`config.mk`:
```
export PLATFORM = sky130hd
export DESIGN_NAME = sumcheck_prover
export DESIGN_NICKNAME = d
export VERILOG_FILES = /design/src/rtl/cmt_pkg.sv /design/src/rtl/sumcheck_accum.sv /design/src/rtl/sumcheck_prover.sv
export SDC_FILE = /design/constraint.sdc
export NUM_CORES = 2
export LEC_CHECK = 0
export BUFFER_PORTS_ARGS = -buffer_cell sky130_fd_sc_hd__buf_4
export CAP_MARGIN = 40
export CORE_AREA = 2 2 232 234
export DETAILED_ROUTE_END_ITERATION = 16
export DIE_AREA = 0 0 234 236
export GPL_TIMING_DRIVEN = 0
export PLACE_DENSITY_LB_ADDON = 0.25
export SETUP_SLACK_MARGIN = 0.4
export SYNTH_ARGS = -nofsm -noshare
export SYNTH_HDL_FRONTEND = slang
export SYNTH_SLANG_ARGS = --single-unit
```
`constraint.sdc`:
```
create_clock -name clk -period 13.7 [get_ports clk]
set_input_delay 4.11 -clock clk [delete_from_list [all_inputs] [get_ports clk]]
set_output_delay 4.11 -clock clk [all_outputs]
set_load 0.01 [all_outputs]
```
`src/rtl/cmt_pkg.sv`:
```
// cmt_pkg: shared definitions for the CMT sumcheck prover.
//   CMT_UINT_WIDTH / CMT_NUM_LAYERS / CMT_NUM_BITS : default sizes
//   uint_t, gate_lbl_t, wire_lbl_t                 : word and label types
//   prover_state_t                                 : prover FSM state encoding
//   gate_term()                                    : per-label contribution
//                                                    add*(vx+vy) + mul*(vx*vy)
package cmt_pkg;

  localparam int CMT_UINT_WIDTH = 32;
  localparam int CMT_NUM_LAYERS = 4;
  localparam int CMT_NUM_BITS   = CMT_NUM_LAYERS - 1;

  typedef logic [CMT_UINT_WIDTH-1:0]   uint_t;
  typedef logic [CMT_NUM_BITS-1:0]     gate_lbl_t;
  typedef logic [2*CMT_NUM_BITS-1:0]   wire_lbl_t;

  typedef enum logic [2:0] {
    ST_IDLE     = 3'd0,
    ST_ACC      = 3'd1,
    ST_DRAIN    = 3'd2,
    ST_OFFER    = 3'd3,
    ST_FINAL_RD = 3'd4,
    ST_FINAL    = 3'd5
  } prover_state_t;

  // Both predicates high contributes both terms; everything wraps mod 2^W.
  function automatic uint_t gate_term(input logic add, input logic mul,
                                      input uint_t vx, input uint_t vy);
    uint_t s;
    uint_t p;
    uint_t t;
    s = vx + vy;
    p = vx * vy;
    t = '0;
    if (add) t = t + s;
    if (mul) t = t + p;
    return t;
  endfunction

endpackage

```
`src/rtl/sumcheck_accum.sv`:
```
// sumcheck_accum: one-stage predicate pipeline plus the two half-sum
// accumulators of a sumcheck round.
//   clk, nrst        : clock, synchronous active-low reset
//   issue            : an address is on the read port this cycle
//   pred_add/mul     : wiring predicates for that address
//   half             : label bit r of that address (selects acc[0]/acc[1])
//   clr              : zero both accumulators
//   val_data_x/y     : wire values, arriving one cycle after the address
//   acc_nxt          : accumulator contents including this cycle's term
module sumcheck_accum
  import cmt_pkg::*;
#(
  parameter int UINT_WIDTH = CMT_UINT_WIDTH
) (
  input  logic                       clk,
  input  logic                       nrst,
  input  logic                       issue,
  input  logic                       pred_add,
  input  logic                       pred_mul,
  input  logic                       half,
  input  logic                       clr,
  input  logic [UINT_WIDTH-1:0]      val_data_x,
  input  logic [UINT_WIDTH-1:0]      val_data_y,
  output logic [1:0][UINT_WIDTH-1:0] acc_nxt
);

  logic                       v_q;
  logic                       add_q;
  logic                       mul_q;
  logic                       half_q;
  logic [1:0][UINT_WIDTH-1:0] acc_q;
  logic [UINT_WIDTH-1:0]      term;

  // Predicates are captured with the address so they line up with the
  // read data that returns one cycle later.
  always_comb begin
    term    = gate_term(add_q, mul_q, val_data_x, val_data_y);
    acc_nxt = acc_q;
    if (v_q) acc_nxt[half_q] = acc_q[half_q] + term;
  end

  always_ff @(posedge clk) begin
    if (!nrst) begin
      v_q    <= 1'b0;
      add_q  <= 1'b0;
      mul_q  <= 1'b0;
      half_q <= 1'b0;
      acc_q  <= '0;
    end else begin
      v_q    <= issue;
      add_q  <= pred_add;
      mul_q  <= pred_mul;
      half_q <= half;
      acc_q  <= clr ? '0 : acc_nxt;
    end
  end

endmodule

```
`src/rtl/sumcheck_prover.sv`:
```
// sumcheck_prover: prover side of the CMT sumcheck for one circuit layer.
// Each round r sums f(z) over the free label bits (z = {y, x}), presents
// the two half sums on sample_pts, then fixes label bit r to the
// verifier's challenge. After 2*NUM_BITS rounds it reads V(x), V(y) and the
// gate type at the fixed label.
//
// Handshake: sample_pts is valid while pts_valid is high and stays stable
// until a challenge is taken. A challenge is taken on a clock edge where
// challenge_valid is high in OFFER, except in the first OFFER cycle (the
// cycle pts_valid rises), where it is ignored.
//
// Ports:
//   clk, nrst              clock, synchronous active-low reset
//   start                  begin a layer run (IDLE) / return to IDLE (FINAL)
//   curr_gate, claim_in    output-gate label and claimed value, latched on start
//   val_addr_x/y           wire-value read addresses (z[N-1:0], z[2N-1:N])
//   val_data_x/y           read data, one cycle after the address
//   pred_add/pred_mul      wiring predicates for the current address
//   sample_pts[1:0]        round polynomial at label bit r = 0 / 1
//   pts_valid              sample_pts valid
//   challenge(_valid)      verifier random bit and its strobe
//   rand_lbl               label bits fixed so far
//   rand_vals[1:0]         V(x), V(y) at the fixed label
//   is_add, is_valid       gate-type flags at the fixed label
//   final_valid, done      final outputs valid / in FINAL
//   busy                   not in IDLE or FINAL
//   consistency_err        sticky round-sum mismatch (0 unless
//                          SUMCHECK_PROVER_SELFCHECK_EN is defined)
//   dbg_state, dbg_round   FSM state and round counter
//   dbg_gate, dbg_claim    latched gate label and claim
//
// Optional build macro: SUMCHECK_PROVER_SELFCHECK_EN.
module sumcheck_prover
  import cmt_pkg::*;
#(
  parameter int UINT_WIDTH = CMT_UINT_WIDTH,
  parameter int NUM_LAYERS = CMT_NUM_LAYERS,
  parameter int NUM_BITS   = NUM_LAYERS - 1
) (
  input  logic                       clk,
  input  logic                       nrst,
  input  logic                       start,
  input  logic [NUM_BITS-1:0]        curr_gate,
  input  logic [UINT_WIDTH-1:0]      claim_in,
  output logic [NUM_BITS-1:0]        val_addr_x,
  output logic [NUM_BITS-1:0]        val_addr_y,
  input  logic [UINT_WIDTH-1:0]      val_data_x,
  input  logic [UINT_WIDTH-1:0]      val_data_y,
  input  logic                       pred_add,
  input  logic                       pred_mul,
  output logic [1:0][UINT_WIDTH-1:0] sample_pts,
  output logic                       pts_valid,
  input  logic                       challenge,
  input  logic                       challenge_valid,
  output logic [2*NUM_BITS-1:0]      rand_lbl,
  output logic [1:0][UINT_WIDTH-1:0] rand_vals,
  output logic                       is_add,
  output logic                       is_valid,
  output logic                       final_valid,
  output logic                       busy,
  output logic                       done,
  output logic                       consistency_err,
  output prover_state_t              dbg_state,
  output logic [7:0]                 dbg_round,
  output logic [NUM_BITS-1:0]        dbg_gate,
  output logic [UINT_WIDTH-1:0]      dbg_claim
);

  localparam int LW = 2 * NUM_BITS;
  localparam int RW = $clog2(LW + 1);

  prover_state_t              state;
  logic [RW-1:0]              rnd;
  logic [LW-1:0]              cnt;
  logic                       offer_arm;
  logic                       rd_phase;
  logic                       fin_add;
  logic                       fin_mul;
  logic [NUM_BITS-1:0]        gate_q;
  logic [UINT_WIDTH-1:0]      claim_q;

  logic [LW-1:0]              cnt_max;
  logic [LW-1:0]              issue_z;
  logic                       take;
  logic                       acc_clr;
  logic [1:0][UINT_WIDTH-1:0] acc_nxt;

  // Round r walks 2^(2N-r) free-label values; the low r bits come from the
  // challenges, so label bit r is always cnt[0].
  always_comb begin
    cnt_max = {LW{1'b1}} >> rnd;
    issue_z = '0;
    if (state == ST_ACC)
      issue_z = (cnt << rnd) | (rand_lbl & ~({LW{1'b1}} << rnd));
    else if (state == ST_FINAL_RD && !rd_phase)
      issue_z = rand_lbl;
  end

  assign val_addr_x = issue_z[NUM_BITS-1:0];
  assign val_addr_y = issue_z[LW-1:NUM_BITS];

  assign take    = (state == ST_OFFER) && offer_arm && challenge_valid;
  assign acc_clr = ((state == ST_IDLE) && start) || take;

  assign busy      = (state != ST_IDLE) && (state != ST_FINAL);
  assign done      = (state == ST_FINAL);
  assign dbg_state = state;
  assign dbg_round = 8'(rnd);
  assign dbg_gate  = gate_q;
  assign dbg_claim = claim_q;

  sumcheck_accum #(.UINT_WIDTH(UINT_WIDTH)) u_accum (
    .clk        (clk),
    .nrst       (nrst),
    .issue      (state == ST_ACC),
    .pred_add   (pred_add),
    .pred_mul   (pred_mul),
    .half       (cnt[0]),
    .clr        (acc_clr),
    .val_data_x (val_data_x),
    .val_data_y (val_data_y),
    .acc_nxt    (acc_nxt)
  );

  always_ff @(posedge clk) begin
    if (!nrst) begin
      state       <= ST_IDLE;
      rnd         <= '0;
      cnt         <= '0;
      offer_arm   <= 1'b0;
      rd_phase    <= 1'b0;
      fin_add     <= 1'b0;
      fin_mul     <= 1'b0;
      gate_q      <= '0;
      claim_q     <= '0;
      rand_lbl    <= '0;
      sample_pts  <= '0;
      pts_valid   <= 1'b0;
      rand_vals   <= '0;
      is_add      <= 1'b0;
      is_valid    <= 1'b0;
      final_valid <= 1'b0;
    end else begin
      case (state)
        ST_IDLE: begin
          if (start) begin
            gate_q   <= curr_gate;
            claim_q  <= claim_in;
            rnd      <= '0;
            cnt      <= '0;
            rand_lbl <= '0;
            state    <= ST_ACC;
          end
        end
        ST_ACC: begin
          if (cnt == cnt_max) begin
            cnt   <= '0;
            state <= ST_DRAIN;
          end else begin
            cnt <= cnt + LW'(1);
          end
        end
        ST_DRAIN: begin
          // acc_nxt already folds in the read of the last issued address.
          sample_pts <= acc_nxt;
          pts_valid  <= 1'b1;
          offer_arm  <= 1'b0;
          state      <= ST_OFFER;
        end
        ST_OFFER: begin
          offer_arm <= 1'b1;
          if (take) begin
            rand_lbl  <= rand_lbl | (LW'(challenge) << rnd);
            pts_valid <= 1'b0;
            rnd       <= rnd + RW'(1);
            if (rnd == RW'(LW - 1)) begin
              rd_phase <= 1'b0;
              state    <= ST_FINAL_RD;
            end else begin
              state <= ST_ACC;
            end
          end
        end
        ST_FINAL_RD: begin
          // Phase 0 issues the fixed label and captures its predicates;
          // phase 1 receives the read data.
          if (!rd_phase) begin
            fin_add  <= pred_add;
            fin_mul  <= pred_mul;
            rd_phase <= 1'b1;
          end else begin
            rand_vals   <= {val_data_y, val_data_x};
            is_add      <= fin_add;
            is_valid    <= fin_add | fin_mul;
            final_valid <= 1'b1;
            rd_phase    <= 1'b0;
            state       <= ST_FINAL;
          end
        end
        ST_FINAL: begin
          if (start) begin
            rand_lbl    <= '0;
            final_valid <= 1'b0;
            state       <= ST_IDLE;
          end
        end
        default: state <= ST_IDLE;
      endcase
    end
  end

`ifdef SUMCHECK_PROVER_SELFCHECK_EN
  logic                  err_q;
  logic [UINT_WIDTH-1:0] prev_pt;
  logic [UINT_WIDTH-1:0] pt_sum;
  logic [UINT_WIDTH-1:0] want_sum;

  // Round 0 must reproduce the claim; later rounds must reproduce the
  // previous round's polynomial at the chosen challenge.
  always_comb begin
    pt_sum   = acc_nxt[0] + acc_nxt[1];
    want_sum = (rnd == '0) ? claim_q : prev_pt;
  end

  always_ff @(posedge clk) begin
    if (!nrst) begin
      err_q   <= 1'b0;
      prev_pt <= '0;
    end else begin
      if ((state == ST_IDLE) && start)
        err_q <= 1'b0;
      else if ((state == ST_DRAIN) && (pt_sum != want_sum))
        err_q <= 1'b1;
      if (take) prev_pt <= sample_pts[challenge];
    end
  end

  assign consistency_err = err_q;
`else
  assign consistency_err = 1'b0;
`endif

endmodule

```
==> flow_metrics.env <==
export IMPL_outcome="finished with violations"
export IMPL_violations="negative setup slack"
export IMPL_rsz0062_at_grt="yes"
export IMPL_crit_top_cell="fa_1"
export IMPL_start_kind="input port"
export IMPL_port_buffers=291
export IMPL_synthTopCellsByArea="fa_1, dfxtp_1, nand2_1"
export IMPL_yosys_warnings=0
export IMPL_relSlewSlack_pct=32.8
export IMPL_area_growth_pct=20.0
export IMPL_fin_setup_tns_ps=-4010
export IMPL_multiInputGateArea_mm2=0.0224
export IMPL_gr_total_overflow=0
export IMPL_setup_viol=20
export IMPL_setup_worst_path_end_class="flip-flop"
export IMPL_worst_ep_arrival_time_ps=14370
export IMPL_grt_pass1_wl_mm=150
export IMPL_die_area_mm2=0.0552
export IMPL_grt_pass1_vias=26062
export IMPL_drt_vias_per_instance=5.63
export IMPL_async_reset_ff_share_pct=0
export IMPL_fmax_mhz=71.7
export IMPL_routedWlPerCell_um=21.6
export IMPL_die_w_um=234
export IMPL_avgSynthCellArea_um2=8.41
export IMPL_synth_area_leader_cell="fa_1"
export IMPL_use_met3_pct=11.2
export IMPL_hold_violations=0
export IMPL_htreeDepth=1
export IMPL_antenna_found_initial=6
export IMPL_clkLatencyLatePin_ps=550
export IMPL_cts_tree="built"
export IMPL_first_pass_iters=8
export IMPL_cp_required_ps=14120
export IMPL_crit_path_max_incr_delay_ps=530
export IMPL_yosysSeqAreaShare_pct=17.6
export IMPL_worst_pin_slew_ps=1010
export IMPL_num_fill_cells=4382
export IMPL_timing_final_crit_share_pct=102
export IMPL_finalClockSkew_ps=10.2
export IMPL_synth_ff_latch_count=257
export IMPL_drtIter0Drc=2213
export IMPL_finalCriticalPeriod_ps=13950
export IMPL_synth_ff_type="dfxtp_1"
export IMPL_die_y_um=236
export IMPL_clock_sinks=257
export IMPL_grt_use_met2_pct=55.3
export IMPL_vias=25932
export IMPL_holdWs_ps=448
export IMPL_syn_inst=3475
export IMPL_cp_max_fo=4
export IMPL_final_setup_worst_slack_ps=-248
export IMPL_coreArea_mm2=0.0531
export IMPL_grt_usage_pct=36.1
export IMPL_gr_usage_met1_pct=46.2
export IMPL_root_buffer="clkbuf_16"
export IMPL_yosysUniqueCellTypes=74
export IMPL_cts_buffers=27
export IMPL_initial_core_util_pct=55.1
export IMPL_maxSlewViolCount=0
export IMPL_io_pins=299
export IMPL_cts_path_max_buffers=3
export IMPL_cpMaxStageDelayCell="fa_1"
export IMPL_grt_busiest_layer="met2"
export IMPL_rows=85
export IMPL_gp_congestion=1.03
export IMPL_synthesis_area_mm2=0.0292
export IMPL_dp_hpwl_mm=79.6
export IMPL_seq_area_mm2=0.00514
export IMPL_nets=4622
export IMPL_synth_top_area_share_pct=30.1
export IMPL_drc=0
export IMPL_drive_above_1_share_pct=17.5
export IMPL_cap_violations=0
export IMPL_drtAntennaViolNets=0
export IMPL_crit_type="input port to flip-flop"
export IMPL_routed_wl_mm=99.3
export IMPL_synth_edf_count=0
export IMPL_grt_start_max_net_pins=14
export IMPL_min_path_type="flip-flop to flip-flop"
export IMPL_path_clk_slew_ps=60
==> kinds of logic (layout without fill, tap and decap cells) <==
group / count (synthesis) / count (layout) / synth area share (%)
AND/OR/NAND/NOR: 1132 / 1132 / 16.5
other: 1 / 9 / 0.0128
adder cells (fa/ha/maj): 632 / 632 / 38.3
AO/OA/AOI/OAI: 485 / 485 / 9.78
XOR/XNOR: 143 / 143 / 4.40
buffers and inverters: 727 / 1150 / 9.71
flip-flops: 257 / 257 / 17.6
multiplexers: 98 / 98 / 3.60
==> state kept, by name (all words and copies together), names as in the netlist, 3 cells and up <==
register       flops
dbg_claim         32
u_accum.acc_q     64
rand_lbl           6
rand_vals         64
dbg_gate           3
cnt                6
dbg_state          3
sample_pts        64
rnd                3
==> cells in the mapped netlist, types with 20 or more instances <==
| cell type | count |
|---|---|
| ha_1 | 192 |
| nor2_1 | 148 |
| o21ai_1 | 33 |
| nand2_1 | 744 |
| a21oi_1 | 204 |
| mux2_2 | 38 |
| a21o_1 | 45 |
| clkbuf_1 | 156 |
| fa_1 | 440 |
| xnor2_1 | 97 |
| o21ai_0 | 102 |
| xor2_1 | 43 |
| mux2i_1 | 58 |
| inv_1 | 529 |
| dfxtp_1 | 257 |
| and2_1 | 152 |
| nand3_1 | 20 |
==> routing by layer <==
metal  share of wire, %  vias to the layer above
li1                   -                    11571
met1                 38                    12715
met2                 45                     1350
met3                 11                      294
met4                6.0                        2
met5              0.064                        -
==> cell type report <==
cell class	instances	area share (%)
buffer	198	2.47
clock inverter	9	0.232
timing repair buffer	375	8.42
clock buffer	39	2.25
tap	696	2.48
sequential	257	14.7
inverter	529	5.66
antenna	3	0.0214
multi-input combinational	2496	63.8
==> placed cells by master (no fill, tap or decap), types with 12 or more instances in the layout <==
master	count
mux2_2	36
ha_4	26
o21ai_1	38
clkbuf_16	27
a21oi_2	26
nor2b_1	14
o21ai_0	83
buf_2	12
clkbuf_1	158
o21ai_2	12
buf_6	21
inv_1	514
nand2_1	734
ha_1	158
xor2_1	36
nand3_1	19
nor2_2	12
buf_4	360
dfxtp_1	257
buf_1	13
nor2_1	136
a21o_1	45
xnor2_1	88
inv_2	15
mux2i_1	48
a21oi_1	175
fa_1	435
a31oi_1	12
and2_1	150
==> worst paths after layout <==
kind	cells after the start	startpoint	slack (ps)	end
setup / recovery	46	val_data_y[0]	-250	sample_pts[63]
hold / removal	2	sample_pts[50]	450	sample_pts[50]
setup reg to reg	38	u_accum.add_q	3190	sample_pts[63]
hold reg to reg	2	sample_pts[50]	450	sample_pts[50]
==> worst max-delay path: cells and delay by family <==
family                     cells  cell delay (ps)
muxes                          2              550
and+or+nand+nor                7             1160
buffers and inverters          7              410
adders and majority gates     12             5070
AOI/OAI and AO/OA             15             2730
xor gates and xnor gates       3              310
==> stage by stage <==
stage / instances / util, % / setup slack, ps / cell area, um2
2_1_floorplan: 3480 / - / 78.4 / 29500
3_3_place_gp: 4467 / 61.3 / -1280 / 32500
3_5_place_dp: 4483 / 61.7 / -1360 / 32700
4_1_cts: 4566 / 64.6 / -69.4 / 34300
5_1_grt: 4601 / 66.1 / -598 / 35100
6_report: 4602 / 66.1 / -248 / 35100
==> what timing repair did <==
action	CTS	global route
endpoints found under the setup margin	63	62
setup buffers	35	33
hold buffers	0	0
pin swaps	85	90
cloned	0	0
resized for setup	91	125
Power is left out: the tool's default activity adds up to more than one toggle a clock period on the data nets, which glitch-free logic cannot reach.
